## src/rtl/bus_arb_pkg.sv

```systemverilog
`default_nettype none
// ============================================================================
// bus_arb_pkg - shared FSM/owner encodings and default access length.  rev 1.0
// ============================================================================
package bus_arb_pkg;

    typedef enum logic [1:0] {
        IDLE     = 2'd0,
        ACCESS   = 2'd1,
        COMPLETE = 2'd2
    } arb_state_t;

    typedef enum logic {
        OWN_CPU = 1'b0,
        OWN_DMA = 1'b1
    } owner_t;

    localparam int DEFAULT_WAIT_CYCLES = 3;

endpackage
`default_nettype wire

```

## src/rtl/wait_state_counter.sv

```systemverilog
`default_nettype none
// ============================================================================
// wait_state_counter - 4-bit access-length counter, holds at terminal.  rev 1.0
// ============================================================================
module wait_state_counter import bus_arb_pkg::*; #(
    parameter int WAIT_CYCLES = DEFAULT_WAIT_CYCLES
) (
    input  logic clk,
    input  logic nrst,
    input  logic clear,
    input  logic enable,
    output logic terminal
);

    localparam logic [3:0] TERM_COUNT = 4'(WAIT_CYCLES - 1);

    logic [3:0] count;

    assign terminal = (count == TERM_COUNT);

    // Saturates at the terminal value so a slow memory simply stretches the access.
    always_ff @(posedge clk or negedge nrst) begin
        if (!nrst) begin
            count <= '0;
        end else if (clear) begin
            count <= '0;
        end else if (enable && !terminal) begin
            count <= count + 4'd1;
        end
    end

endmodule
`default_nettype wire

```

## src/rtl/bus_arbiter.sv

```systemverilog
`default_nettype none
// ============================================================================
// bus_arbiter - CPU/DMA round-robin memory arbiter; DMA port built only with
// BUS_ARB_DMA_EN defined (otherwise CPU is the sole owner).  rev 1.0
// ============================================================================
module bus_arbiter import bus_arb_pkg::*; #(
    parameter int WAIT_CYCLES = DEFAULT_WAIT_CYCLES
) (
    input  logic        clk,
    input  logic        nrst,
    input  logic        cpu_req,
    input  logic        cpu_rnw,
    input  logic [15:0] cpu_addr,
    input  logic [7:0]  cpu_wdata,
    output logic        cpu_grant,
    output logic [7:0]  cpu_rdata,
    input  logic        dma_req,
    input  logic        dma_rnw,
    input  logic [15:0] dma_addr,
    input  logic [7:0]  dma_wdata,
    output logic        dma_ack,
    output logic [7:0]  dma_rdata,
    output logic [15:0] mem_addr,
    output logic [7:0]  mem_wdata,
    output logic        mem_we,
    output logic        mem_oe,
    input  logic [7:0]  mem_rdata,
    input  logic        mem_ready
);

    arb_state_t state;
    arb_state_t state_next;
    owner_t     owner;
    owner_t     last_owner;
    owner_t     pick;
    logic       rnw;
    logic       terminal;
    logic       dma_req_eff;
    logic       dma_strobe;
    logic       start;
    logic       rd_capture;

`ifdef BUS_ARB_DMA_EN
    assign dma_req_eff = dma_req;
`else
    assign dma_req_eff = 1'b0;
`endif

    assign start      = (state == IDLE) && (cpu_req || dma_req_eff);
    assign rd_capture = (state == ACCESS) && terminal && mem_ready && rnw;

    // On a tie the requester that was not served last wins.
    always_comb begin
        pick = OWN_CPU;
        if (dma_req_eff && (!cpu_req || last_owner == OWN_CPU)) begin
            pick = OWN_DMA;
        end
    end

    always_ff @(posedge clk or negedge nrst) begin
        if (!nrst) begin
            state <= IDLE;
        end else begin
            state <= state_next;
        end
    end

    always_comb begin
        state_next = state;
        mem_oe     = 1'b0;
        mem_we     = 1'b0;
        cpu_grant  = 1'b0;
        dma_strobe = 1'b0;
        case (state)
            IDLE: begin
                if (start) state_next = ACCESS;
            end
            ACCESS: begin
                mem_oe = rnw;
                mem_we = ~rnw;
                if (terminal && mem_ready) state_next = COMPLETE;
            end
            COMPLETE: begin
                cpu_grant  = (owner == OWN_CPU);
                dma_strobe = (owner == OWN_DMA);
                state_next = IDLE;
            end
            default: state_next = IDLE;
        endcase
    end

    wait_state_counter #(
        .WAIT_CYCLES (WAIT_CYCLES)
    ) u_wait_cnt (
        .clk      (clk),
        .nrst     (nrst),
        .clear    (state != ACCESS),
        .enable   (state == ACCESS),
        .terminal (terminal)
    );

    // mem_addr/mem_wdata double as the latched request, so they hold between accesses.
    always_ff @(posedge clk or negedge nrst) begin
        if (!nrst) begin
            owner      <= OWN_CPU;
            last_owner <= OWN_DMA;
            rnw        <= 1'b0;
            mem_addr   <= '0;
            mem_wdata  <= '0;
            cpu_rdata  <= '0;
        end else begin
            if (start) begin
                owner      <= pick;
                last_owner <= pick;
                if (pick == OWN_DMA) begin
                    rnw       <= dma_rnw;
                    mem_addr  <= dma_addr;
                    mem_wdata <= dma_wdata;
                end else begin
                    rnw       <= cpu_rnw;
                    mem_addr  <= cpu_addr;
                    mem_wdata <= cpu_wdata;
                end
            end
            if (rd_capture && owner == OWN_CPU) begin
                cpu_rdata <= mem_rdata;
            end
        end
    end

`ifdef BUS_ARB_DMA_EN
    assign dma_ack = dma_strobe;

    always_ff @(posedge clk or negedge nrst) begin
        if (!nrst) begin
            dma_rdata <= '0;
        end else if (rd_capture && owner == OWN_DMA) begin
            dma_rdata <= mem_rdata;
        end
    end
`else
    logic unused_dma;

    assign dma_ack    = 1'b0;
    assign dma_rdata  = '0;
    assign unused_dma = ^{dma_req, dma_strobe};
`endif

endmodule
`default_nettype wire

```

## config.mk

```make
export PLATFORM = sky130hd
export DESIGN_NAME = bus_arbiter
export DESIGN_NICKNAME = d
export VERILOG_FILES = /design/src/rtl/bus_arb_pkg.sv /design/src/rtl/wait_state_counter.sv /design/src/rtl/bus_arbiter.sv
export SDC_FILE = /design/constraint.sdc
export NUM_CORES = 1
export LEC_CHECK = 0
export CORE_UTILIZATION = 40
export CTS_BUF_LIST = sky130_fd_sc_hd__clkbuf_2
export DETAILED_ROUTE_END_ITERATION = 8
export GPL_ROUTABILITY_DRIVEN = 0
export PLACE_DENSITY = 0.88
export RECOVER_POWER = 50
export SYNTH_ARGS = -nofsm -noshare
export SYNTH_HDL_FRONTEND = slang
export SYNTH_SLANG_ARGS = --single-unit
```

## constraint.sdc

```tcl
create_clock -name clk -period 3.5 [get_ports clk]
set_input_delay 0.35 -clock clk [delete_from_list [all_inputs] [get_ports clk]]
set_output_delay 0.35 -clock clk [all_outputs]
set_load 0.02 [all_outputs]
```

==> key figures <==
Timing
  – Final Skew: 14.5 ps
  – Crit share post-route: 0.644
  – Setup TNS Final: 0 ps
  – Min Tclk post-route: approximately 2300 ps
  – Unrepaired setup endpoints after global routing: no
  – Max Slew Vio Count: 40
  – Hold_ws: 500 ps
  – Worst-margin pin slew: 1960 ps
  – Final Hold Fails: 0
  – Max Freq: around 0.44 GHz
  – Setup violators final: 0
  – Worst slew margin: -0.307
  – Final WS setup: 1250 ps

Critical path
  – Critical-path top delay cell: clkbuf_1
  – Worst Setup End Kind: flip-flop
  – Worst path cell trace: nor3b_1 > clkbuf_1 > mux2_2
  – Worst endpoint required time: 3760 ps
  – Crit path launch type: flip-flop
  – Crit path kind: flip-flop to flip-flop
  – Max stage delay on crit path: approximately 1100 ps
  – Data arrival time of the worst path: between 2000 and 3000 ps
  – Crit Path Max Fanout: 27

Status
  – Failing checks: capacitance limit, slew limit
  – Status: finished with violations

Floorplanning
  – Row cnt: 22
  – Std-Cell Core Area: 3770 um^2
  – Die height: 65.6 um
  – I/O pin count: about 110
  – Die area: 4300 um^2
  – Initial core utilization: 0.429
  – Chip width: about 66 um

Synthesis
  – Yosys cell types: 23
  – Syn Inst Count: 112
  – Avg Synthesized Cell Area: 14.4 um^2
  – Synth Flop Type: dfrtp_1
  – Post-synth top area cell: dfrtp_1
  – Count leader, synth: dfrtp_1
  – Cell area after synthesis: approximately 1600 um^2
  – Yosys reg bits: 39
  – Yosys warns: 0
  – Synth async-reset ratio: 1.00
  – Largest cells by area after synthesis: dfrtp_1, mux2_2, buf_4, ha_1, buf_2
  – Synth cell count leaders: dfrtp_1, mux2_2, buf_4
  – Seq/Total Area, Yosys: 0.604
  – Post-synth EDFFs: 0
  – Yosys top cell area share: 0.604

Power and ir drop
  – Combinational share of power: 0.516
  – LEAKAGE: 1.01 nW
  – Power share of the sequential group: 0.367
  – Switching share of power: 0.358
  – Proportion of power drawn by the clock network: 0.117
  – Max VDD drop: 0.529 mV
  – Net switching power: 776 uW
  – PD cells: between 900 and 1000 nW/um^2
  – Int Pwr: 1.39 mW

Placement
  – Hpwl dp: 2310 um
  – Place WS: 1480 ps
  – Port bufs: 71

Drt
  – Total wire length: 3100 um
  – Antenna violation net count after detailed routing: 0
  – Routed WL per cell: 13.2 um
  – Routed vias: 1120
  – DRT iter0 DRCs: 18
  – Drt first pass iters: 4
  – Vias per Instance: around 4.8
  – DRC: 0

Clock tree
  – CTS max path bufs: 2
  – H-tree lvl count: 2
  – Hold buffers post-CTS: 0
  – Clock Sinks: 39
  – Worst-skew pair later-pin latency: 360 ps
  – Setup Buffers After CTS: 0
  – Clock transition at path regs: 180 ps
  – CTS tree: done
  – # resized after CTS: 0
  – CTS Buf Count: 5
  – CTS root buffer: clkbuf_2

Job
  – Max-Cap Viols: 1

Finish
  – Layout fillers: about 280
  – Area grow syn2layout: 47.7%
  – Multi-input logic area: 576 um^2
  – Share of cells above drive strength 1: 0.226
  – Register area: 976 um^2
  – # diodes: 0
  – Post-layout net count: 251

GRT
  – GRT Total Usage: 0.165
  – Initial antenna violation count: 0
  – Largest net degree at the start of global routing: 40
  – Gr ovfl total: 0
  – Global-route wire length before repair: 5130 um
  – Number of global-route vias before repair: 1198

Min path
  – Worst hold path type: input port to async pin
-- worst max-delay path, delay by kind of cell, from the launching register on --
family	cells	cell delay [ps]
muxes	1	430
DFF	1	430
buffers and inverters	1	1070
and+or+nand+nor	1	210
-- state kept, by name, summed over array words and instances, names as in the netlist --
signal,cells
state,2
rnw,1
cpu_rdata,8
mem_addr,16
mem_wdata,8
u_wait_cnt.count,4
-- per-layer routing --
layer,up-vias,share of wire,GRT usage
met3,7,0.078,0.0556
met1,541,0.40,0.161
met2,63,0.50,0.307
met4,0,0.018,0.0815
li1,509,-,-
met5,-,0,0
-- cell families (layout without fill, tap and decap cells) --
family | Yosys count | count (layout) | share of synthesized area
flops | 39 | 39 | 0.604
buf+inv | 15 | 81 | 0.0588
mux | 32 | 32 | 0.223
other cells | 1 | 9 | 0.00232
xor+xnor | 2 | 2 | 0.0108
fa+ha+maj | 2 | 2 | 0.0155
simple gates | 17 | 17 | 0.0704
compound gates | 4 | 4 | 0.0155
-- area by class of cell --
cell class | instances | area share
Inverter | 2 | 0.00314
Sequential cell | 39 | 0.409
Clock buffer | 6 | 0.0126
Clock inverter | 1 | 0.0126
Timing Repair Buffer | 72 | 0.297
Tap cell | 48 | 0.0252
Multi-Input combinational cell | 66 | 0.241
-- power groups by stage --
| stage | clock network (mW) | registers (mW) | logic (mW) |
|---|---|---|---|
| 6_report | 0.254 | 0.796 | 1.12 |
| 5_1_grt | 0.294 | 0.828 | 1.18 |
| 4_1_cts | 0.263 | 0.799 | 1.13 |
| 3_5_place_dp | 0 | 0.806 | 1.13 |
| 3_3_place_gp | 0 | 0.788 | 1.10 |
| 2_1_floorplan | 0 | 1.03 | 0.379 |
-- stage by stage --
stage | std cells | utilization | total power, mW | cell area [um^2]
after global routing | 234 | 0.633 | 2.30 | 2390
after floorplan | 120 | - | 1.41 | 1650
after detailed placement | 227 | 0.620 | 1.94 | 2340
after CTS | 234 | 0.636 | 2.20 | 2400
final | 234 | 0.633 | 2.17 | 2390
after global placement | 227 | 0.620 | 1.88 | 2340
-- placed cells by master, fill, tap and decap left out --
cell type,n
a211oi_1,1
a21oi_1,1
and4bb_2,1
bufinv_16,1
clkbuf_1,2
clkbuf_2,6
clkdlybuf4s50_1,70
conb_1,9
dfrtp_1,39
ha_1,2
inv_1,2
mux2_2,32
nand2_1,1
nand2b_1,3
nand3_1,1
nand3b_1,1
nor2_1,5
nor2b_1,2
nor3b_1,1
nor3b_4,1
o21ai_0,1
o21bai_1,1
or3b_2,1
xnor2_1,1
xor2_1,1
-- final timing paths --
check / startpoint / endpoint / slack (ps) / cells past startpoint
setup / recovery: state[0]$_DFFE_PN0P_ / mem_addr[11]$_DFFE_PN0P_ / 1250 / 3
hold / removal: nrst / mem_wdata[2]$_DFFE_PN0P_ / 500 / 1
setup reg to reg: state[0]$_DFFE_PN0P_ / mem_addr[11]$_DFFE_PN0P_ / 1250 / 3
hold reg to reg: mem_addr[7]$_DFFE_PN0P_ / mem_addr[7]$_DFFE_PN0P_ / 530 / 1
max in group asynchronous: nrst / mem_addr[14]$_DFFE_PN0P_ / 1870 / 1
min in group clk: mem_addr[7]$_DFFE_PN0P_ / mem_addr[7]$_DFFE_PN0P_ / 530 / 1
(Power assumes the default switching activity.)
